**src/rtl/bcd_pkg.sv**
```systemverilog
// Shared types and constants for the serial BCD subtractor.
package bcd_pkg;

    localparam int unsigned DIGIT_W = 4;
    localparam int unsigned BCD_MAX = 9;

    typedef enum logic [1:0] {
        IDLE = 2'd0,
        SUB  = 2'd1,
        COMP = 2'd2,
        FIN  = 2'd3
    } state_t;

endpackage

```
**src/rtl/bcd_digit_sub.sv**
```systemverilog
// Single BCD digit subtractor: d = a - b - bin, wrapped into 0..9 with borrow out.
module bcd_digit_sub
    import bcd_pkg::*;
(
    input  logic [DIGIT_W-1:0] a,
    input  logic [DIGIT_W-1:0] b,
    input  logic               bin,
    output logic [DIGIT_W-1:0] d,
    output logic               bout
);

    logic [DIGIT_W:0] t;

    // Binary difference; the extra top bit is the sign, i.e. the borrow.
    always_comb begin
        t    = {1'b0, a} - {1'b0, b} - (DIGIT_W + 1)'(bin);
        bout = t[DIGIT_W];
        d    = bout ? DIGIT_W'(t + (DIGIT_W + 1)'(10)) : t[DIGIT_W-1:0];
    end

endmodule

```
**src/rtl/bcd_serial_sub.sv**
```systemverilog
// Digit-serial BCD subtractor producing |a-b| with a sign flag and an error flag.
module bcd_serial_sub
    import bcd_pkg::*;
#(
    parameter int unsigned NDIG = 4
) (
    input  logic                    clk,
    input  logic                    rst_n,
    input  logic                    start,
    input  logic [DIGIT_W*NDIG-1:0] a,
    input  logic [DIGIT_W*NDIG-1:0] b,
    output logic                    busy,
    output logic                    done,
    output logic [DIGIT_W*NDIG-1:0] diff,
    output logic                    neg,
    output logic                    err
);

    localparam int unsigned W     = DIGIT_W * NDIG;
    localparam int unsigned IDX_W = (NDIG > 1) ? $clog2(NDIG) : 1;

    state_t             state;
    state_t             state_next;
    logic [W-1:0]       a_q;
    logic [W-1:0]       b_q;
    logic [IDX_W-1:0]   idx;
    logic               borrow;
    logic [DIGIT_W-1:0] da;
    logic [DIGIT_W-1:0] db;
    logic [DIGIT_W-1:0] dd;
    logic               dbout;
    logic               bad_c;
    logic               last_c;

    // Operand digit mux (COMP negates the partial result) and illegal-digit detect.
    always_comb begin
        da    = '0;
        db    = '0;
        bad_c = 1'b0;
        for (int i = 0; i < int'(NDIG); i++) begin
            if (IDX_W'(i) == idx) begin
                da = (state == COMP) ? '0 : a_q[i*DIGIT_W +: DIGIT_W];
                db = (state == COMP) ? diff[i*DIGIT_W +: DIGIT_W] : b_q[i*DIGIT_W +: DIGIT_W];
            end
            if ((a_q[i*DIGIT_W +: DIGIT_W] > DIGIT_W'(BCD_MAX)) ||
                (b_q[i*DIGIT_W +: DIGIT_W] > DIGIT_W'(BCD_MAX))) begin
                bad_c = 1'b1;
            end
        end
    end

    assign last_c = (idx == IDX_W'(NDIG - 1));

    bcd_digit_sub u_digit (
        .a    (da),
        .b    (db),
        .bin  (borrow),
        .d    (dd),
        .bout (dbout)
    );

    // State register.
    always_ff @(posedge clk or negedge rst_n) begin
        if (!rst_n) state <= IDLE;
        else        state <= state_next;
    end

    // Next-state logic.
    always_comb begin
        state_next = state;
        case (state)
            IDLE: if (start) state_next = SUB;
            SUB: begin
                if (bad_c)       state_next = FIN;
                else if (last_c) state_next = dbout ? COMP : FIN;
            end
            COMP: if (last_c) state_next = FIN;
            FIN:  state_next = IDLE;
            default: state_next = IDLE;
        endcase
    end

    // Datapath: operand latches, digit index, borrow chain and result flags.
    always_ff @(posedge clk or negedge rst_n) begin
        if (!rst_n) begin
            a_q    <= '0;
            b_q    <= '0;
            idx    <= '0;
            borrow <= 1'b0;
            diff   <= '0;
            neg    <= 1'b0;
            err    <= 1'b0;
        end else begin
            case (state)
                IDLE: begin
                    if (start) begin
                        a_q    <= a;
                        b_q    <= b;
                        idx    <= '0;
                        borrow <= 1'b0;
                        neg    <= 1'b0;
                        err    <= 1'b0;
                    end
                end
                SUB, COMP: begin
                    if ((state == SUB) && bad_c) begin
                        err  <= 1'b1;
                        diff <= '0;
                        neg  <= 1'b0;
                    end else begin
                        for (int i = 0; i < int'(NDIG); i++) begin
                            if (IDX_W'(i) == idx) diff[i*DIGIT_W +: DIGIT_W] <= dd;
                        end
                        if (last_c) begin
                            idx    <= '0;
                            borrow <= 1'b0;
                            if (state == SUB) neg <= dbout;
                        end else begin
                            idx    <= idx + IDX_W'(1);
                            borrow <= dbout;
                        end
                    end
                end
                default: ;
            endcase
        end
    end

    // Status outputs registered from the next state so they align with it.
    always_ff @(posedge clk or negedge rst_n) begin
        if (!rst_n) begin
            busy <= 1'b0;
            done <= 1'b0;
        end else begin
            busy <= (state_next != IDLE);
            done <= (state_next == FIN);
        end
    end

endmodule

```
**config.mk**
```make
export PLATFORM = sky130hd
export DESIGN_NAME = bcd_serial_sub
export DESIGN_NICKNAME = d
export VERILOG_FILES = /design/src/rtl/bcd_pkg.sv /design/src/rtl/bcd_digit_sub.sv /design/src/rtl/bcd_serial_sub.sv
export SDC_FILE = /design/constraint.sdc
export NUM_CORES = 1
export LEC_CHECK = 0
export ABC_AREA = 1
export CORE_ASPECT_RATIO = 1.1
export CORE_MARGIN = 1.5
export CORE_UTILIZATION = 40
export CTS_CLUSTER_DIAMETER = 50
export DETAILED_ROUTE_END_ITERATION = 16
export PLACE_DENSITY_LB_ADDON = 0.2
export RECOVER_POWER = 50
export SLEW_MARGIN = 10
export SYNTH_ARGS = -nofsm -noshare
export SYNTH_HDL_FRONTEND = slang
export SYNTH_SLANG_ARGS = --single-unit
```
**constraint.sdc**
```tcl
create_clock -name clk -period 3.9 [get_ports clk]
set_input_delay 0.39 -clock clk [delete_from_list [all_inputs] [get_ports clk]]
set_output_delay 0.39 -clock clk [all_outputs]
set_load 0.02 [all_outputs]
```
# After elaboration in Yosys (flattened, before gate mapping)
# Index checks and enable logic that the tools add are counted.
dict set report totals {
  ff_bits 57
  out_inout_bits 20
}
dict set report classes {
  n_addsub 4
  order_cmp 8
  n_eq_ne 13
  n_mux 46
  n_reduce_logical 22
}
# op n
set ops {}
lappend ops {{two-way mux 4 bit} 21}
lappend ops {{greater-than comparator 4 bit, second input constant} 8}
lappend ops {{two-way mux 16 bit} 1}
lappend ops {{two-way mux 2 bit} 7}
lappend ops {{two-way mux 1 bit} 12}
lappend ops {{nonzero test 2 bit} 6}
lappend ops {{AND reduction 2 bit} 5}
lappend ops {{equality test 2 bit, second input constant} 4}
lappend ops {{case mux 2 bit (4 select lines)} 1}
lappend ops {{!= test 2 bit, second input constant} 3}
lappend ops {{!= test 3 bit, second input constant} 2}
lappend ops {{case mux 1 bit (2 select lines)} 3}
lappend ops {{AND reduction 3 bit} 2}
lappend ops {{subtractor 4 x 4 -> 5 bit} 1}
lappend ops {{subtractor 5 x 1 -> 5 bit} 1}
lappend ops {{adder 4 bit, second input constant} 1}
lappend ops {{equality test 2 bit, first input constant} 2}
lappend ops {{zero test 2 bit} 2}
lappend ops {{logical OR 1 bit} 4}
lappend ops {{case mux 2 bit (2 select lines)} 1}
lappend ops {{AND reduction 4 bit} 1}
lappend ops {{adder 2 x 1 -> 2 bit, second input constant} 1}
lappend ops {{equality test 1 x 2 -> 1 bit, first input constant} 1}
lappend ops {{equality test 2 x 1 -> 1 bit, second input constant} 1}
lappend ops {{other kinds (2)} 2}

# Depth between registers and ports, before layout
dict set report depth {
  word_depth 13
  mapped_depth 24
  mapped_depth_nobuf 23
}

# By module
# Synthesis repeated with hierarchy kept, for this count alone.
dict set report hier_totals {
  hier_cells 436
  area_unflattened_um2 3305.7
}
# mod instances cells_each area_each_um2 seq_area_each_um2
set modules_own_cells {}
lappend modules_own_cells {bcd_serial_sub 1 382 2947.8 1426.4}
lappend modules_own_cells {bcd_digit_sub 1 54 357.8 0.0}

# Least setup slack after synthesis
# Ideal clock, no wire load.
dict set report synth_path {
  path_type {register to register}
  from {register state[0]}
  to {register diff[15]}
  setup_time_ns 0.118
  arrival_ns 3.014
  required_ns 3.782
  path_slack_ns 0.768
  path_stages_with_launch 19
  n_path_buf 1
  cell_sequence {dfrtp_1 inv_1 ha_1 inv_2 buf_2 o21ai_1 o211ai_1 nand3_1 nand3_1 fa_1 inv_1 fa_1 ha_1 inv_1 nand4_1 nand2_1 nand2_2 nand4_1 nand2_1}
}
dict set report synth_between {
  elab_chain_len 12
}
# item line_no
set synth_lines {}
lappend synth_lines {{start, declared} bcd_serial_sub.sv:22} ;# state_t state;
lappend synth_lines {{start signal, assigned} bcd_serial_sub.sv:65} ;# else state <= state_next;
lappend synth_lines {{equality test 2 bit} {bcd_serial_sub.sv:42, bcd_serial_sub.sv:43, bcd_serial_sub.sv:94}}
lappend synth_lines {{two-way mux 4 bit, on equally long branches} {bcd_serial_sub.sv:42, bcd_serial_sub.sv:43}}
lappend synth_lines {{two-way mux 4 bit (4 in series)} bcd_serial_sub.sv:41} ;# if (IDX_W'(i) == idx) begin
lappend synth_lines {{subtractor 4 x 4 -> 5 bit} bcd_digit_sub.sv:16} ;# t = {1'b0, a} - {1'b0, b} - (DIGIT_W + 1)'(bin);
lappend synth_lines {{subtractor 5 x 1 -> 5 bit} bcd_digit_sub.sv:16}
lappend synth_lines {{adder 4 bit} bcd_digit_sub.sv:18} ;# d = bout ? DIGIT_W'(t + (DIGIT_W + 1)'(10)) : t[DIGIT_W-1:0];
lappend synth_lines {{two-way mux 4 bit} bcd_digit_sub.sv:18}
lappend synth_lines {{two-way mux 4 bit} bcd_serial_sub.sv:112} ;# if (IDX_W'(i) == idx) diff[i*DIGIT_W +: DIGIT_W] <= dd;
lappend synth_lines {{two-way mux 16 bit} bcd_serial_sub.sv:106} ;# if ((state == SUB) && bad_c) begin
lappend synth_lines {{end signal, assigned} bcd_serial_sub.sv:90} ;# diff <= '0;
lappend synth_lines {{end signal, assigned} bcd_serial_sub.sv:108} ;# diff <= '0;
lappend synth_lines {{end signal, assigned by index} bcd_serial_sub.sv:112}
lappend synth_lines {{end, declared} bcd_serial_sub.sv:14} ;# output logic [DIGIT_W*NDIG-1:0] diff,
# Several ways; a longest one is shown, not always the timed one. The select of a mux whose other input is x is not followed.
# A chain may end at the register's enable or synchronous reset.

# Worst setup path after layout
dict set report layout_path {
  from {register idx[1]}
  to {register diff[3]}
}
dict set report layout_between {
  elab_chain_len 11
}
# item line_no
set layout_lines {}
lappend layout_lines {{start, declared} bcd_serial_sub.sv:26} ;# logic [IDX_W-1:0] idx;
lappend layout_lines {{start signal, assigned} bcd_serial_sub.sv:119} ;# idx <= idx + IDX_W'(1);
lappend layout_lines {{zero test 2 bit} {bcd_serial_sub.sv:41, bcd_serial_sub.sv:112}}
lappend layout_lines {{two-way mux 4 bit (4 in series)} bcd_serial_sub.sv:41}
lappend layout_lines {{subtractor 4 x 4 -> 5 bit} bcd_digit_sub.sv:16}
lappend layout_lines {{subtractor 5 x 1 -> 5 bit} bcd_digit_sub.sv:16}
lappend layout_lines {{adder 4 bit} bcd_digit_sub.sv:18}
lappend layout_lines {{two-way mux 4 bit} bcd_digit_sub.sv:18}
lappend layout_lines {{two-way mux 4 bit} bcd_serial_sub.sv:112}
lappend layout_lines {{two-way mux 16 bit} bcd_serial_sub.sv:106}
# Several ways; a longest one is shown, not always the timed one. The select of a mux whose other input is x is not followed.

==> impl_results.html <==
<table>
<tr><th>Metric</th><th>Value</th></tr>
<tr><th colspan="2">Final layout</th></tr>
<tr><td>Most used cells in the layout excluding fill and tap cells</td><td>nand2_1 (75), dfrtp_1 (57), clkdlybuf4s50_1 (44), mux2_2 (32), inv_1 (30)</td></tr>
<tr><td>Post-layout util</td><td>52.90%</td></tr>
<tr><td>Area taken by multi-input logic gates</td><td>between 1500 and 2000 um^2</td></tr>
<tr><td>Final design area excluding fillers</td><td>~4000 um^2</td></tr>
<tr><td>Synth-to-Final Area Change</td><td>26.47%</td></tr>
<tr><td>Ant diodes</td><td>0</td></tr>
<tr><td>Filler Cells Inserted</td><td>~740</td></tr>
<tr><td>Final Net Count</td><td>460</td></tr>
<tr><td>Register area</td><td>between 1000 and 1500 um^2</td></tr>
<tr><td>Most common cell after layout, fill and taps aside</td><td>nand2_1</td></tr>
<tr><td>Share of layout cells above drive strength 1</td><td>15.46%</td></tr>
<tr><th colspan="2">Floorplanning</th></tr>
<tr><td>I/O pin cnt</td><td>55</td></tr>
<tr><td>Horizontal extent of the die</td><td>87.52 um</td></tr>
<tr><td>Die Area</td><td>between 8000 and 9000 um^2</td></tr>
<tr><td>Initial core utilization</td><td>41.82%</td></tr>
<tr><td>Standard-cell rows</td><td>33</td></tr>
<tr><td>Die height</td><td>95.97 um</td></tr>
<tr><td>Placeable Area</td><td>~7500 um^2</td></tr>
<tr><th colspan="2">Timing</th></tr>
<tr><td>Final slew viol count</td><td>31</td></tr>
<tr><td>Final-report setup violation count</td><td>0</td></tr>
<tr><td>Tmin final</td><td>3.351 ns</td></tr>
<tr><td>Achievable clock frequency</td><td>between 200 and 300 MHz</td></tr>
<tr><td>Slew margin rel.</td><td>-3.885%</td></tr>
<tr><td>Number of hold violations in the final report</td><td>0</td></tr>
<tr><td>Share of the cycle needed by the critical path after routing</td><td>between 80 and 90%</td></tr>
<tr><td>Setup Total Neg Slack</td><td>0 ns</td></tr>
<tr><td>Setup repair after global routing missed its margin</td><td>no</td></tr>
<tr><td>Fin Clk Skew</td><td>roughly 0.0086 ns</td></tr>
<tr><td>Worst-Margin Slew</td><td>about 1.6 ns</td></tr>
<tr><th colspan="2">Setup path</th></tr>
<tr><td>Type of origin of the critical path</td><td>flop</td></tr>
<tr><td>Max Fanout on Critical Path</td><td>9</td></tr>
<tr><td>Data required time at the worst endpoint</td><td>between 4 and 5 ns</td></tr>
<tr><td>Critical path capture point type</td><td>flop</td></tr>
<tr><td>Setup slack on the worst flop-to-flop path</td><td>0.55 ns</td></tr>
<tr><td>Arrival time of the worst setup path</td><td>about 3.6 ns</td></tr>
<tr><td>Type of the worst setup path</td><td>reg2reg</td></tr>
<tr><th colspan="2">Clock network</th></tr>
<tr><td>Clock transition at the register clock pins on the worst setup and hold paths after CTS</td><td>about 0.07 ns</td></tr>
<tr><td>Root buf cell</td><td>clkbuf_8</td></tr>
<tr><td>Post-CTS Setup Repair Bufs</td><td>0</td></tr>
<tr><td>Number of buffers inserted during clock tree synthesis</td><td>9</td></tr>
<tr><td>Clock insertion delay at the later pin of the skew report</td><td>0.34 ns</td></tr>
<tr><td>Clock tree from TritonCTS</td><td>done</td></tr>
<tr><td>Gates resized, CTS repair</td><td>0</td></tr>
<tr><td>Sink count of the clock tree</td><td>57</td></tr>
<tr><td>CTS H-Tree Depth</td><td>3</td></tr>
<tr><td>Clk buf depth</td><td>2</td></tr>
<tr><td>Number of hold buffers added after CTS</td><td>0</td></tr>
<tr><th colspan="2">Global routing</th></tr>
<tr><td>Tot GR Track Use</td><td>20.32%</td></tr>
<tr><td>Largest net degree at the start of global routing</td><td>33</td></tr>
<tr><td>Initial antenna violation count</td><td>0</td></tr>
<tr><td>GRT Residual Overflow</td><td>0</td></tr>
<tr><td>First-pass GRT wire length</td><td>about 13000 um</td></tr>
<tr><td>Via count of the first global-routing pass</td><td>about 2600</td></tr>
<tr><th colspan="2">Synthesis</th></tr>
<tr><td>Most area-consuming cells after synthesis</td><td>dfrtp_1 (45%), mux2_2 (11%), nand2_1 (9.0%)</td></tr>
<tr><td>Cell taking the most area after synthesis</td><td>dfrtp_1</td></tr>
<tr><td>Total of warnings raised by yosys</td><td>0</td></tr>
<tr><td>Fraction of the yosys area taken by sequential cells</td><td>between 40% and 50%</td></tr>
<tr><td>Mapped Avg Cell Area</td><td>8.929 um^2</td></tr>
<tr><td>Number of nets produced by synthesis</td><td>~400</td></tr>
<tr><td>Syn Inst Count</td><td>~350</td></tr>
<tr><td>Fraction of synthesized cell area taken by the top area cell type</td><td>between 40% and 50%</td></tr>
<tr><td>Yosys cell types</td><td>25</td></tr>
<tr><td>Synthesized cell area</td><td>3143 um^2</td></tr>
<tr><td>Total of flip-flops plus latches after synthesis</td><td>57</td></tr>
<tr><th colspan="2">Routing</th></tr>
<tr><td>Post-DR wirelength/cell</td><td>14.61 um</td></tr>
<tr><td>Violation count after the first detailed-routing iteration</td><td>roughly 150</td></tr>
<tr><td>Number of nets with antenna violations after detailed routing</td><td>0</td></tr>
<tr><td>Final wirelength</td><td>7580 um</td></tr>
<tr><td>Remaining DRCs</td><td>0</td></tr>
<tr><td>Number of vias per cell after detailed routing</td><td>just over 5</td></tr>
<tr><td>Total number of vias</td><td>between 2000 and 3000</td></tr>
<tr><td>DRT Pass-1 Iters</td><td>5</td></tr>
<tr><th colspan="2">Place</th></tr>
<tr><td>HPWL after DPL</td><td>5842 um</td></tr>
<tr><td>Port-buffer cells</td><td>between 50 and 60</td></tr>
<tr><td>Routability-driven placement congestion ratio</td><td>between 0.9 and 1</td></tr>
<tr><td>Cell area reported after detailed placement</td><td>around 3800 um^2</td></tr>
<tr><th colspan="2">Min path</th></tr>
<tr><td>Worst min-delay path class</td><td>in2async</td></tr>
<tr><th colspan="2">Status</th></tr>
<tr><td>Violated checks</td><td>max-capacitance violations, max-slew violations</td></tr>
<tr><td>Status</td><td>complete, but fails checks</td></tr>
<tr><th colspan="2">Run</th></tr>
<tr><td># Max-Cap Violations</td><td>1</td></tr>
</table>
-- registers in the layout, summed over array words and instances (netlist names) --
name and count:
borrow 1, busy 1, neg 1, a_q 16
b_q 16, done 1, state 2, err 1
idx 2, diff 16
-- worst max-delay path, cell delays in order (launching register included) --
cell      delay [ns]
dfrtp_1         0.41
inv_1           0.09
ha_1            0.33
inv_1           0.14
nand2_1         0.19
nor2_1          0.06
o21ai_1         0.08
o211ai_1        0.10
nand3_1         0.08
nand3_1         0.10
fa_1            0.39
inv_1           0.11
fa_1            0.46
ha_1            0.20
inv_1           0.06
nand4_1         0.13
nand2_1         0.11
nand2_2         0.07
nand4_1         0.08
nand2_1         0.06
-- layer usage --
layer | global-route usage, % | vias up | routed length [um]
li1 | - | 1287 | -
met1 | 25.98 | 1236 | 3306
met2 | 32.63 | 88 | 3682
met3 | 3.774 | 16 | 384
met4 | 10.85 | 0 | 206
met5 | 0 | - | 0
-- final timing paths --
check	startpoint	end	cells after the start
hold / removal	rst_n	diff[5]$_DFFE_PN0P_	1
setup reg to reg	idx[1]$_DFFE_PN0P_	diff[3]$_DFFE_PN0P_	19
hold reg to reg	neg$_DFFE_PN0P_	neg$_DFFE_PN0P_	2
min in group clk	neg$_DFFE_PN0P_	neg$_DFFE_PN0P_	2
max in group asynchronous	rst_n	a_q[0]$_DFFE_PN0P_	2
setup / recovery	idx[1]$_DFFE_PN0P_	diff[3]$_DFFE_PN0P_	19
-- final cells by class --
cell class                      count  area share [%]
Clock buffer                       13           4.501
Clock inverter                      2          0.8813
Inverter                           32           3.022
Multi-Input combinational cell    253           38.50
Sequential cell                    57           35.88
Tap cell                          105           3.305
Timing Repair Buffer               57           13.91
-- synth_stat cells, drive strengths merged --
cell / count
inv: 32
fa: 2
o211ai: 2
nand3: 19
ha: 13
o21ai: 51
buf: 10
nand4: 6
a21oi: 12
a22oi: 2
nand2: 84
dfrtp: 57
xnor2: 1
nor2: 28
mux2: 32
o31ai: 1
-- through the flow --
step	worst slack (ns)	hold WS [ns]	std cells
after floorplan	0.7675	0.09441	352
after global placement	0.7031	0.4461	504
after detailed placement	0.5724	0.4445	504
after CTS	0.5661	0.07405	519
after global routing	0.1666	0.5358	519
final	0.5486	0.3867	519
-- cells by family (layout without fill, tap and decap cells) --
family,after synthesis,after routing,share of synthesized area (%)
AND/OR/NAND/NOR,137,137,18.71
AO/OA/AOI/OAI,68,68,11.78
flip-flops,57,57,45.38
buffers and inverters,42,104,5.931
multiplexers,32,32,11.47
adder cells (fa/ha/maj),15,15,6.449
XOR/XNOR,1,1,0.2787
Power is not shown: default switching activity piles up to over one toggle a cycle in this logic, so the estimate is an artifact.
